### config.mk
export PLATFORM = sky130hd
export DESIGN_NAME = pipe_stage_reg
export DESIGN_NICKNAME = d
export VERILOG_FILES = /design/src/rtl/pipe_stage_reg_pkg.sv /design/src/rtl/pipe_stage_reg_slot.sv /design/src/rtl/pipe_stage_reg.sv
export SDC_FILE = /design/constraint.sdc
export NUM_CORES = 1
export LEC_CHECK = 0
export ABC_AREA = 1
export BUFFER_PORTS_ARGS = -buffer_cell sky130_fd_sc_hd__buf_2
export CORE_MARGIN = 2
export CORE_UTILIZATION = 55
export CTS_CLUSTER_DIAMETER = 80
export CTS_CLUSTER_SIZE = 24
export DETAILED_ROUTE_END_ITERATION = 7
export PLACE_DENSITY_LB_ADDON = 0.12
export SLEW_MARGIN = 0
export SYNTH_ARGS = -nofsm -noshare
export SYNTH_HDL_FRONTEND = slang
export SYNTH_SLANG_ARGS = --single-unit
### constraint.sdc
create_clock -name clk -period 1.8 [get_ports clk]
set_clock_uncertainty 0.1 [all_clocks]
set_input_delay 0.45 -clock clk [delete_from_list [all_inputs] [get_ports clk]]
set_output_delay 0.45 -clock clk [all_outputs]
set_load 0.02 [all_outputs]
### src/rtl/pipe_stage_reg_pkg.sv
// pipe_stage_reg_pkg: per-stage payload structs for the pipeline registers and an occupancy helper.
package pipe_stage_reg_pkg;

    localparam int OCC_W = 2;

    typedef struct packed {
        logic [31:0] pc;
        logic [31:0] inst;
    } if_id_t;

    typedef struct packed {
        logic [7:0]  aluop;
        logic [2:0]  alusel;
        logic [31:0] reg1_data;
        logic [31:0] reg2_data;
        logic [4:0]  waddr;
        logic        wreg;
    } id_ex_t;

    typedef struct packed {
        logic [4:0]  waddr;
        logic        wreg;
        logic [31:0] wdata;
    } ex_mem_t;

    typedef struct packed {
        logic [4:0]  waddr;
        logic        wreg;
        logic [31:0] wdata;
    } mem_wb_t;

    function automatic logic [OCC_W-1:0] beat_count(input logic a, input logic b);
        return {1'b0, a} + {1'b0, b};
    endfunction

endpackage

### src/rtl/pipe_stage_reg_slot.sv
// pipe_slot: one valid+data holding register; clear beats load on valid, data only follows loads.
module pipe_slot #(
    parameter int W = 32
) (
    input  logic         clk,
    input  logic         rst,
    input  logic         ld_i,
    input  logic         clr_i,
    input  logic [W-1:0] d_i,
    output logic         vld_o,
    output logic [W-1:0] data_o
);

    logic         vld_q, vld_d;
    logic [W-1:0] data_q, data_d;

    always_comb begin
        vld_d  = clr_i ? 1'b0 : ld_i ? 1'b1 : vld_q;
        data_d = ld_i ? d_i : data_q;
    end

    always_ff @(posedge clk) begin
        if (rst) begin
            vld_q  <= 1'b0;
            data_q <= '0;
        end else begin
            vld_q  <= vld_d;
            data_q <= data_d;
        end
    end

    assign vld_o  = vld_q;
    assign data_o = data_q;

endmodule

### src/rtl/pipe_stage_reg.sv
// pipe_stage_reg: valid/ready pipeline stage with flush and optional 2-entry skid buffer.
module pipe_stage_reg
    import pipe_stage_reg_pkg::*;
#(
    parameter int DATA_W = 32,
    parameter int SKID   = 1
) (
    input  logic              clk,
    input  logic              rst,
    input  logic              flush,
    input  logic              in_vld,
    input  logic [DATA_W-1:0] in_data,
    output logic              in_rdy,
    output logic              out_vld,
    output logic [DATA_W-1:0] out_data,
    input  logic              out_rdy,
    output logic [OCC_W-1:0]  occ
);

    logic              m_vld, s_vld;
    logic [DATA_W-1:0] m_data, s_data, m_d;
    logic              m_free, in_fire, m_ld, m_clr, s_ld, s_clr;

    // S only fills while M is held, so M always holds the oldest beat.
    always_comb begin
        m_free  = !m_vld | out_rdy;
        in_rdy  = (SKID != 0) ? !s_vld : m_free;
        in_fire = in_vld & in_rdy;
        m_ld    = m_free & (s_vld | in_fire);
        m_d     = s_vld ? s_data : in_data;
        m_clr   = flush | (m_free & !s_vld & !in_fire);
        s_ld    = !m_free & in_fire;
        s_clr   = flush | (m_free & s_vld);
    end

    pipe_slot #(.W(DATA_W)) u_m (
        .clk    (clk),
        .rst    (rst),
        .ld_i   (m_ld),
        .clr_i  (m_clr),
        .d_i    (m_d),
        .vld_o  (m_vld),
        .data_o (m_data)
    );

    generate
        if (SKID != 0) begin : g_skid
            pipe_slot #(.W(DATA_W)) u_s (
                .clk    (clk),
                .rst    (rst),
                .ld_i   (s_ld),
                .clr_i  (s_clr),
                .d_i    (in_data),
                .vld_o  (s_vld),
                .data_o (s_data)
            );
        end else begin : g_noskid
            assign s_vld  = 1'b0;
            assign s_data = '0;
        end
    endgenerate

    assign out_vld  = m_vld;
    assign out_data = m_data;
    assign occ      = beat_count(m_vld, s_vld);

endmodule
**After elaboration in Yosys (flattened, before gate mapping)**

Cells that the tools add are included.

- Mux-type cells: 1
- Bitwise logic cells: 10
- Reduce and logical (&&, ||, !) cells: 6
- Add/sub/neg operators: 1

Operator list:

| cell | count |
|---|---|
| $mux 32 | 1 |
| $and 1x1->1 | 6 |
| $logic_not 1->1 | 4 |
| $or 1x1->1 | 4 |
| $reduce_or 2->1 | 2 |
| $add 1x1->2 | 1 |

- Input port bits: 37
- Flip-flop bits (word level): 66

**Longest topological paths before layout**

Gate-level depths: netlist of run 1.

- Word-level depth: 6
- Gate-level depth with buffers: 8
- Mapped depth without buffers: 6

**Hierarchy**

From an unflattened synthesis of run 1, not the netlist that was laid out.

- Cells, all modules: 528
- Area, all modules: 3,265.6 um2

By module, submodules not included:

| module | cells an instance | instances | area each (um2) | seq. area each (um2) |
|---|---|---|---|---|
| pipe_slot | 206 | 2 | 1,356.3 | 660.6 |
| pipe_stage_reg | 116 | 1 | 553.0 | 0.0 |

**Worst setup path after synthesis of run 1**

Ideal clock, no wire load.

- Path kind: reg-to-reg
- Start point: reg u_m.vld_q, in the netlist u_m.vld_o
- End point: reg g_skid.u_s.data_q[10], in the netlist g_skid.u_s.data_o[10]
- Cell stages (with the launch flop): 7
- Setup slack: 424 ps
- Arrival time: 1,163 ps
- Clock period less this slack: 1,376 ps
- Setup time: 113 ps
- Data required time: 1,587 ps
- Cell sequence: dfxtp_1 > inv_1 > nor2_2 > clkbuf_1 > nand3_1 > nand2_1 > nor2_1

- Cells in the longest elaborated chain, start to end: 4

Ends and longest elaborated chain:

| what | line | text |
|---|---|---|
| from (decl) | pipe_stage_reg_slot.sv:14 | `logic vld_q, vld_d;` |
| from (signal assigned) | pipe_stage_reg_slot.sv:27 | `vld_q <= vld_d;` |
| $logic_not 1->1 | pipe_stage_reg.sv:26 | `m_free = !m_vld \| out_rdy;` |
| $or 1x1->1 | pipe_stage_reg.sv:26 |  |
| $logic_not 1->1 | pipe_stage_reg.sv:32 | `s_ld = !m_free & in_fire;` |
| $and 1x1->1 | pipe_stage_reg.sv:32 |  |
| to (signal assigned) | pipe_stage_reg_slot.sv:28 | `data_q <= data_d;` |
| to (decl) | pipe_stage_reg_slot.sv:15 | `logic [W-1:0] data_q, data_d;` |

No other way between the ends.
A chain may end at the register's enable or synchronous reset.

**Worst setup path in the final report of run 1**

- Start point: reg g_skid.u_s.vld_q, in the netlist g_skid.u_s.vld_o
- End point: out occ[0]

- Cells in the longest elaborated chain, start to end: 1

Ends and longest elaborated chain:

| what | line | text |
|---|---|---|
| from (decl) | pipe_stage_reg_slot.sv:14 |  |
| from (signal assigned) | pipe_stage_reg_slot.sv:27 |  |
| $add 1x1->2 | pipe_stage_reg_pkg.sv:33 | `return {1'b0, a} + {1'b0, b};` |
| to (decl) | pipe_stage_reg.sv:17 | `output logic [OCC_W-1:0] occ` |

No other way between the ends.

==> impl_metrics.yaml, run 1 <==
power:
  clkPwrFrac_pct: 41.6
  ir_worst_vdd_mv: 0.557
  p_int_mw: 2.60
  power_mw: 3.51
  switchingPower_mw: 0.909
  p_seq_share_pct: 44.8
  p_comb_share_pct: 13.7
  power_switching_share_pct: 25.9
  p_per_area_nw_per_um2: 936
  leakagePower_nw: 1.95
layout:
  layout_common_cells: "nand2_1 (133), nor2_1 (129), buf_2 (72)"
  layout_commonest_cell: "nand2_1"
  nets: 600
  final_layout_size_suffix_gt1_share_pct: 18.9
  nFillCells: 487
  syn2layout_area_growth_pct: 19.9
  diodes: 0
logic_synthesis:
  syn_nets: 534
  ys_seq_area_share_pct: 42.2
  syn-cell-area_um2: 3130
  ys_ff_latch: 66
  syn_inst: 496
  yosys_warnings: 0
  synth_cell_types: 17
  yosys.area.top_type: "dfxtp_1"
  avgSynthCellArea_um2: 6.31
  synthTopCellsByArea: "dfxtp_1 (42%), nand2_1 (16%), nor2_1 (15%), inv_1 (8.0%), nand3_1 (5.1%)"
  yosys.area.top_type_share_pct: 42.2
drt:
  drcViolationCount: 0
  wl_met3_um: 330
  dr_wl_met2_mm: 3.04
  wl_mm: 6.61
  vias_per_cell: 4.61
  drtPass1Iterations: 4
  dr.max_layer_used: "met4"
  ant_nets: 0
  wl_met1_mm: 3.07
  drtIter0Drc: 193
  avgRoutedWirePerCell_um: 10.3
  num_vias: 2943
worst_setup_path:
  cp_top_family: "flip-flops"
  regToRegEndpoint: "u_m.data_o[3]$_SDFFE_PP0P_"
  r2r_start: "u_m.vld_o$_SDFFE_PP0P_"
  cp_data_required_time_ns: 1.25
  critPathLaunchType: "register"
  worst-endpoint-arrival_ns: 1.19
  max_stage_delay_ns: 0.39
  critPathCaptureType: "primary output"
  worstPathMaxFanout: 11
  cp_num_buf_inv: 1
  rrSetupSlack_ns: 0.44
  cp_cell_sequence: "ha_1, buf_2"
  critical_path.slowest_cell: "dfxtp_4"
  rr_worst_depth: 6
  worstSetupPathType: "register to primary output"
global_route:
  grt.overflow.total: 0
  grt_antenna_before_repair: 0
  grt_pass1_vias: 2736
  grt_pass1_wl_mm: 11.9
  grt_usage_pct: 23.9
  grt_max_degree: 65
outcome:
  status: "finished, final reports clean"
place:
  dpl_worst_slack_ns: 0.263
  port_buffers: 72
  dpl.hpwl_mm: 4.20
  gp_congestion: 0.756
hold_path:
  hold_path.class: "input pin to register"
  hp-start: "flush"
  hold_path_end: "u_m.vld_o$_SDFFE_PP0P_"
  hold_depth: 4
floorplan:
  row_count: 27
  core_um2: 5510
  die_h_um: 79.4
  ios: 73
  dieArea_um2: 6310
  start_util_pct: 56.8
  fp.dieW_um: 79.4
clock_tree:
  ctsRootBufferMaster: "clkbuf_8"
  htreeDepth: 3
  clk_latency_ns: 0.34
  clock-sinks: 66
  post-cts-setup-buffer-count: 0
  cts_buffer_depth: 2
  clkTransAtPathRegs_ns: 0.07
  cts_tree: "yes"
  cts_buffers: 9
sta:
  drv_slew: 0
  setup_tns_ns: 0
  max_slew_margin_pct: 80.0
  rsz0062_at_grt: "no"
  fin_hold_ws_ns: 0.273
  finalSetupViolations: 0
  finalCritPeriodShare_pct: 96.6
  finalCriticalPeriod_ns: 1.74
  hold_violations: 0
  setup_slack_ns: 0.0612
  max_freq_mhz: 575
  worst_slew_pin_slew_ns: 0.300
run:
  maxCapViolCount: 0
-- cell usage after synthesis --
| library cell | instances |
|---|---|
| nor2_2 | 2 |
| inv_1 | 67 |
| nand2_1 | 133 |
| dfxtp_1 | 66 |
| clkbuf_1 | 11 |
| buf_2 | 7 |
| inv_2 | 1 |
| nand2_4 | 2 |
| a21oi_1 | 1 |
| nor2_4 | 1 |
| buf_4 | 3 |
| buf_6 | 7 |
| ha_1 | 1 |
| nand3_1 | 32 |
| nor2_1 | 129 |
| inv_4 | 1 |
| o21ai_0 | 32 |
-- power groups by stage --
stage / Clock, mW / Combinational [mW] / Sequential [mW]
6_report: 1.46 / 0.479 / 1.57
5_1_grt: 1.54 / 0.553 / 1.58
4_1_cts: 1.49 / 0.483 / 1.57
3_5_place_dp: 0 / 0.479 / 1.61
3_3_place_gp: 0 / 0.476 / 1.60
2_1_floorplan: 0 / 0.264 / 1.68
-- worst reg2reg max path, cell delays in order (launching register included) --
cell,delay (ns)
dfxtp_1,0.40
nand2_1,0.17
nand2_4,0.12
buf_12,0.26
nand2_1,0.11
nand2_1,0.07
nor2_1,0.04
-- worst max path at each step --
| stage | startpoint | endpoint | slack (ns) | cells after the start |
|---|---|---|---|---|
| global placement | out_rdy | u_m.data_o[23]$_SDFFE_PP0P_ | 0.27 | 8 |
| global route | g_skid.u_s.vld_o$_SDFFE_PP0P_ | occ[0] | 0.02 | 2 |
| detailed placement | out_rdy | u_m.data_o[3]$_SDFFE_PP0P_ | 0.26 | 8 |
| finish | g_skid.u_s.vld_o$_SDFFE_PP0P_ | occ[0] | 0.06 | 2 |
| CTS | g_skid.u_s.vld_o$_SDFFE_PP0P_ | occ[0] | 0.03 | 2 |
| floorplan | u_m.vld_o$_SDFFE_PP0P_ | g_skid.u_s.data_o[10]$_SDFFE_PP0P_ | 0.42 | 6 |
-- what timing repair did --
item | CTS | global route
hold buffers | 0 | 0
resized for setup | 1 | 0
endpoints found under the setup margin | 1 | 0
-- per-layer routing --
metal	global-route usage [%]	vias up
met5	0	-
met4	12.4	0
met3	4.19	16
met2	41.6	65
met1	28.0	1263
li1	-	1599
-- logic make-up (layout without fill, tap and decap cells) --
| logic type | after synthesis | in the layout | share of synthesized area [%] |
|---|---|---|---|
| AND/OR/NAND/NOR | 299 | 299 | 38.0 |
| buffers and inverters | 97 | 168 | 14.0 |
| flip-flops | 66 | 66 | 42.2 |
| AO/OA/AOI/OAI | 33 | 33 | 5.28 |
| adder cells (fa/ha/maj) | 1 | 1 | 0.400 |
-- cell type report --
cell class / count / area, µm² / share of cell area [%]
timing repair buffer: 83 / 468 / 12.5
inverter: 69 / 262 / 6.97
multi-input combinational: 333 / 1370 / 36.5
sequential: 66 / 1330 / 35.3
clock buffer: 12 / 165 / 4.40
tap: 72 / 90.1 / 2.40
clock inverter: 4 / 72.6 / 1.94
-- registers in the layout, indices dropped and copies added, names as in the netlist --
| signal | count |
|---|---|
| u_m.data_o | 32 |
| u_m.vld_o | 1 |
| g_skid.u_s.data_o | 32 |
| g_skid.u_s.vld_o | 1 |
-- stage by stage --
step	utilization (%)	cells	area, µm²
after floorplan	-	496	3130
after global placement	63.7	623	3510
after detailed placement	63.7	623	3510
after CTS	68.1	639	3750
after global routing	68.1	639	3750
final	68.1	639	3750
Power figures use the tool's default switching activity.
==> run 2, diff against run 1 <==
--- a/config.mk
+++ b/config.mk
@@ -5,7 +5,6 @@
 export SDC_FILE = /design/constraint.sdc
 export NUM_CORES = 1
 export LEC_CHECK = 0
-export ABC_AREA = 1
 export BUFFER_PORTS_ARGS = -buffer_cell sky130_fd_sc_hd__buf_2
 export CORE_MARGIN = 2
 export CORE_UTILIZATION = 55
==> impl_metrics.yaml, run 2 <==
logic_synthesis:
  ys_seq_area_share_pct: 46.7
  syn-cell-area_um2: 2830
  synth_cell_types: 19
  async_reset_ff_share_pct: 0
  synth_commonest_cells: "dfxtp_1 (66), a21oi_1 (64), nand2_1 (64), mux2i_1 (32), a211oi_2 (30)"
  yosysMostFrequentCell: "dfxtp_1"
  syn_inst: 299
  synthTopCellsByArea: "dfxtp_1 (47%), a211oi_2 (13%), a21oi_1 (11%), mux2i_1 (11%), nand2_1 (8.5%)"
  ys_ff_latch: 66
  yosys.area.top_type: "dfxtp_1"
  avgSynthCellArea_um2: 9.47
  yosys.area.top_type_share_pct: 46.7
  synth-edff-count: 0
  synth_flop_cell: "dfxtp_1"
  yosys_warnings: 0
  syn_nets: 337
worst_setup_path:
  critPathLaunchType: "register"
  worstPathMaxFanout: 10
  critPathCaptureType: "primary output"
  cp_data_required_time_ns: 1.25
  worst-endpoint-arrival_ns: 1.18
  worstSetupPathType: "register to primary output"
sta:
  finalSetupViolations: 0
  finalCriticalPeriod_ns: 1.73
  setup_tns_ns: 0
  worst_slew_pin_slew_ns: 0.562
  max_slew_margin_pct: 62.5
  rsz0062_at_grt: "no"
  drv_slew: 0
  hold_violations: 0
  finalCritPeriodShare_pct: 96.1
  fin_hold_ws_ns: 0.179
  max_freq_mhz: 578
floorplan:
  ios: 73
  fp.dieW_um: 75.8
  start_util_pct: 56.2
  core_um2: 5040
  die_h_um: 75.8
  dieArea_um2: 5740
  row_count: 26
clock_tree:
  htreeDepth: 3
  ctsRootBufferMaster: "clkbuf_8"
  clock-sinks: 66
  cts_buffer_depth: 2
  cts_buffers: 9
  cts_tree: "yes"
  clk_latency_ns: 0.34
  clkTransAtPathRegs_ns: 0.07
drt:
  wl_mm: 6.21
  drtIter0Drc: 97
  drcViolationCount: 0
  avgRoutedWirePerCell_um: 14.2
  ant_nets: 0
  vias_per_cell: 5.27
  num_vias: 2305
  drtPass1Iterations: 4
layout:
  layout_common_cells: "buf_2 (72), dfxtp_1 (65), a21oi_1 (64), nand2_1 (64), mux2i_1 (32)"
  syn2layout_area_growth_pct: 20.8
  instances_no_fill: 437
  final_layout_size_suffix_gt1_share_pct: 35.7
  layout_commonest_cell: "buf_2"
  nets: 401
  nFillCells: 436
  diodes: 0
  final_core_util_pct: 67.8
global_route:
  grt.overflow.total: 0
  grt_max_degree: 46
  grt_usage_pct: 22.6
  grt_antenna_before_repair: 0
  grt_pass1_vias: 2091
  grt_pass1_wl_mm: 9.76
outcome:
  status: "finished, final reports clean"
power:
  leakagePower_nw: 1.28
  ir_worst_vdd_mv: 0.538
  p_per_area_nw_per_um2: 897
  power_mw: 3.07
run:
  maxCapViolCount: 0
place:
  port_buffers: 72
  gp_congestion: 0.718
  dp.cells: 422
  dpl.hpwl_mm: 3.87
hold_path:
  hold_path.class: "input pin to register"
run 2: cell types whose count changed after synthesis, moves of 30 or more:
cell	delta
o21ai_0	-32
inv_1	-66
a211oi_2	+30
a21oi_1	+63
nand2_1	-69
mux2i_1	+32
nor2_1	-128
nand3_1	-32
run 2: critical path, cell delays in order (launching register included):
cell	delay, ns
dfxtp_4	0.43
buf_4	0.20
inv_1	0.06
buf_2	0.15
run 2: what timing repair did:
item,CTS,global route
setup endpoints to repair,2,0
buffers inserted,0,0
hold endpoints to repair,0,0
hold buffers,0,0
resized for setup,1,0
run 2: final timing paths:
check / start / to / slack [ns] / cells past startpoint
max: g_skid.u_s.vld_o$_SDFFE_PP0P_ / in_rdy / 0.07 / 3
min: flush / g_skid.u_s.vld_o$_SDFFE_PP0P_ / 0.18 / 2
max reg2reg: g_skid.u_s.vld_o$_SDFFE_PP0P_ / u_m.data_o[11]$_SDFFE_PP0P_ / 0.29 / 3
min reg2reg: g_skid.u_s.data_o[18]$_SDFFE_PP0P_ / g_skid.u_s.data_o[18]$_SDFFE_PP0P_ / 0.35 / 2
run 2: cells by family after synthesis:
| kind of cell | count (synthesis) | synth area share (%) |
|---|---|---|
| compound gates | 97 | 25.4 |
| mux | 32 | 11.3 |
| flops | 66 | 46.7 |
| simple gates | 71 | 10.3 |
| buf+inv | 32 | 5.88 |
| fa+ha+maj | 1 | 0.442 |
run 2: through the flow:
step / setup slack, ns / area (µm²)
2_1_floorplan: 0.292 / 2830
5_1_grt: 0.0244 / 3420
6_report: 0.0706 / 3420
3_3_place_gp: 0.184 / 3250
4_1_cts: 0.0533 / 3420
3_5_place_dp: 0.148 / 3250
run 2: per-layer routing:
| metal | GRT usage, % | vias to the layer above | share of wire [%] |
|---|---|---|---|
| li1 | - | 1175 | - |
| met1 | 27.3 | 1074 | 45 |
| met2 | 38.0 | 47 | 49 |
| met3 | 5.82 | 9 | 4.3 |
| met4 | 9.94 | 0 | 1.5 |
| met5 | 0 | - | 0 |
run 2: layout make-up:
cell class	instances	area, µm²	area share (%)
Clock buffer	12	155	4.54
Clock inverter	3	15.0	0.439
Inverter	1	3.75	0.110
Multi-Input combinational cell	201	1360	39.7
Sequential cell	66	1330	38.7
Tap cell	70	87.6	2.56
Timing Repair Buffer	84	475	13.9
run 2: power by group:
part           switching [mW]  leakage [nW]  total, mW  internal, mW
combinational           0.257         0.651      0.420         0.163
sequential             0.0338         0.541       1.56          1.53
clock                   0.528        0.0920       1.09         0.561
total                   0.819          1.28       3.07          2.25
==> run 3, diff against run 2 <==
--- a/config.mk
+++ b/config.mk
@@ -5,12 +5,12 @@
 export SDC_FILE = /design/constraint.sdc
 export NUM_CORES = 1
 export LEC_CHECK = 0
-export BUFFER_PORTS_ARGS = -buffer_cell sky130_fd_sc_hd__buf_2
 export CORE_MARGIN = 2
 export CORE_UTILIZATION = 55
 export CTS_CLUSTER_DIAMETER = 80
 export CTS_CLUSTER_SIZE = 24
 export DETAILED_ROUTE_END_ITERATION = 7
+export DONT_BUFFER_PORTS = 1
 export PLACE_DENSITY_LB_ADDON = 0.12
 export SLEW_MARGIN = 0
 export SYNTH_ARGS = -nofsm -noshare
==> impl_metrics.yaml, run 3 (same netlist as run 2, synthesis figures left out) <==
sta:
  hold_violations: 0
  drv_slew: 0
  worst_slew_pin_slew_ns: 0.548
  max_slew_margin_pct: 63.4
  setup_tns_ns: 0
  finalSetupViolations: 0
  max_freq_mhz: 598
  finalCritPeriodShare_pct: 92.8
  finalCriticalPeriod_ns: 1.67
  rsz0062_at_grt: "no"
worst_setup_path:
  rr_worst_depth: 3
  startpoint: "g_skid.u_s.vld_o$_SDFFE_PP0P_"
  max_stage_delay_ns: 0.43
  r2r_start: "g_skid.u_s.vld_o$_SDFFE_PP0P_"
  critPathLaunchType: "register"
  cp_top_family: "flip-flops"
  critPathCaptureType: "primary output"
  rrSetupSlack_ns: 0.29
  crit_path_end: "in_rdy"
  worstPathMaxFanout: 8
  regToRegEndpoint: "u_m.data_o[7]$_SDFFE_PP0P_"
  cp_cell_sequence: "buf_4, inv_1"
  worstSetupPathType: "register to primary output"
  worst-endpoint-arrival_ns: 1.12
  cp_num_buf_inv: 2
  cp_data_required_time_ns: 1.25
  crit_cells: 2
  critical_path.slowest_cell: "dfxtp_2"
layout:
  layout_commonest_cell: "dfxtp_1"
  nFillCells: 453
  final_layout_size_suffix_gt1_share_pct: 19.6
  layout_common_cells: "dfxtp_1 (65), a21oi_1 (64), nand2_1 (64)"
  fin_area_um2: 3070
  syn2layout_area_growth_pct: 8.53
  diodes: 0
  nets: 329
drt:
  drtPass1Iterations: 4
  num_vias: 2057
  wl_mm: 5.98
  avgRoutedWirePerCell_um: 16.3
  ant_nets: 0
  drcViolationCount: 0
  vias_per_cell: 5.62
  drtIter0Drc: 119
global_route:
  grt_pass1_wl_mm: 9.33
  grt_antenna_before_repair: 0
  grt_pass1_vias: 1968
  grt_usage_pct: 21.7
  grt.overflow.total: 0
  grt_max_degree: 67
clock_tree:
  clkTransAtPathRegs_ns: 0.07
  clock-sinks: 66
  ctsResizeCount: 0
  cts_buffer_depth: 2
  cts_buffers: 9
  cts_tree: "yes"
  hold_buffers: 0
  post-cts-setup-buffer-count: 0
  clk_latency_ns: 0.34
  htreeDepth: 3
  ctsRootBufferMaster: "clkbuf_8"
floorplan:
  start_util_pct: 56.2
  dieArea_um2: 5740
  die_h_um: 75.8
  fp.dieW_um: 75.8
  core_um2: 5040
  ios: 73
  row_count: 26
place:
  gp_congestion: 0.709
  port_buffers: 0
  dpl.hpwl_mm: 3.68
  placed_cell_area_um2: 2880
hold_path:
  hp-start: "rst"
  hold_path.class: "input pin to register"
power:
  p_per_area_nw_per_um2: 1010
  leakagePower_nw: 0.973
  ir_worst_vdd_mv: 0.555
outcome:
  status: "finished, final reports clean"
run:
  maxCapViolCount: 0
## run 3: cell count changes in the layout (fill, tap and decap cells not counted)
cell	change
buf_2	-72
clkbuf_1	+2
clkinv_2	-2
buf_12	-1
buf_4	+1
bufinv_16	+1
dfxtp_2	+1
dfxtp_4	-1
## run 3: metal layers
metal  track usage (%)  wire, µm  vias up
met4              10.7        97        0
li1                  -         -     1032
met5                 0         0        -
met2              34.3      2800       53
met1              26.8      2680      965
met3              6.61       406        7
## run 3: worst register-to-register path, stage by stage (launching register included)
cell	delay, ns
dfxtp_2	0.43
or2_1	0.17
and2_4	0.50
a211oi_1	0.17
## run 3: worst min path at each step
stage / end / slack [ns] / depth (start not counted)
3_3_place_gp: g_skid.u_s.data_o[10]$_SDFFE_PP0P_ / 0.34 / 2
4_1_cts: u_m.data_o[6]$_SDFFE_PP0P_ / 0.06 / 1
6_report: u_m.data_o[6]$_SDFFE_PP0P_ / 0.07 / 1
2_1_floorplan: g_skid.u_s.data_o[0]$_SDFFE_PP0P_ / 0.34 / 2
5_1_grt: u_m.data_o[6]$_SDFFE_PP0P_ / 0.05 / 1
3_5_place_dp: g_skid.u_s.data_o[11]$_SDFFE_PP0P_ / 0.34 / 2
## run 3: area by class of cell
cell class              instances  area (µm²)  share of cell area, %
well taps                      70        87.6                   2.85
clock buffers                  14         163                   5.29
flip-flops and latches         66        1320                   43.0
multi-input cells             201        1360                   44.2
inverters                       1        3.75                  0.122
clock inverters                 2        35.0                   1.14
repair buffers                 12         103                   3.34
## run 3: through the flow
step	power (mW)	setup slack (ns)	utilization, %	cells	hold slack (ns)
finish	3.10	0.129	60.9	366	0.0682
global route	3.20	0.0715	60.9	366	0.0546
CTS	3.12	0.120	60.9	366	0.0557
detailed placement	1.88	0.307	57.0	350	0.340
global placement	1.88	0.328	57.0	350	0.335
floorplan	1.87	0.292	-	299	0.336
## run 3: report_power, final
group	switching (mW)	internal (mW)	total [mW]
Clock	0.530	0.716	1.25
Combinational	0.118	0.0951	0.213
Sequential	0.109	1.53	1.64
Total	0.757	2.34	3.10
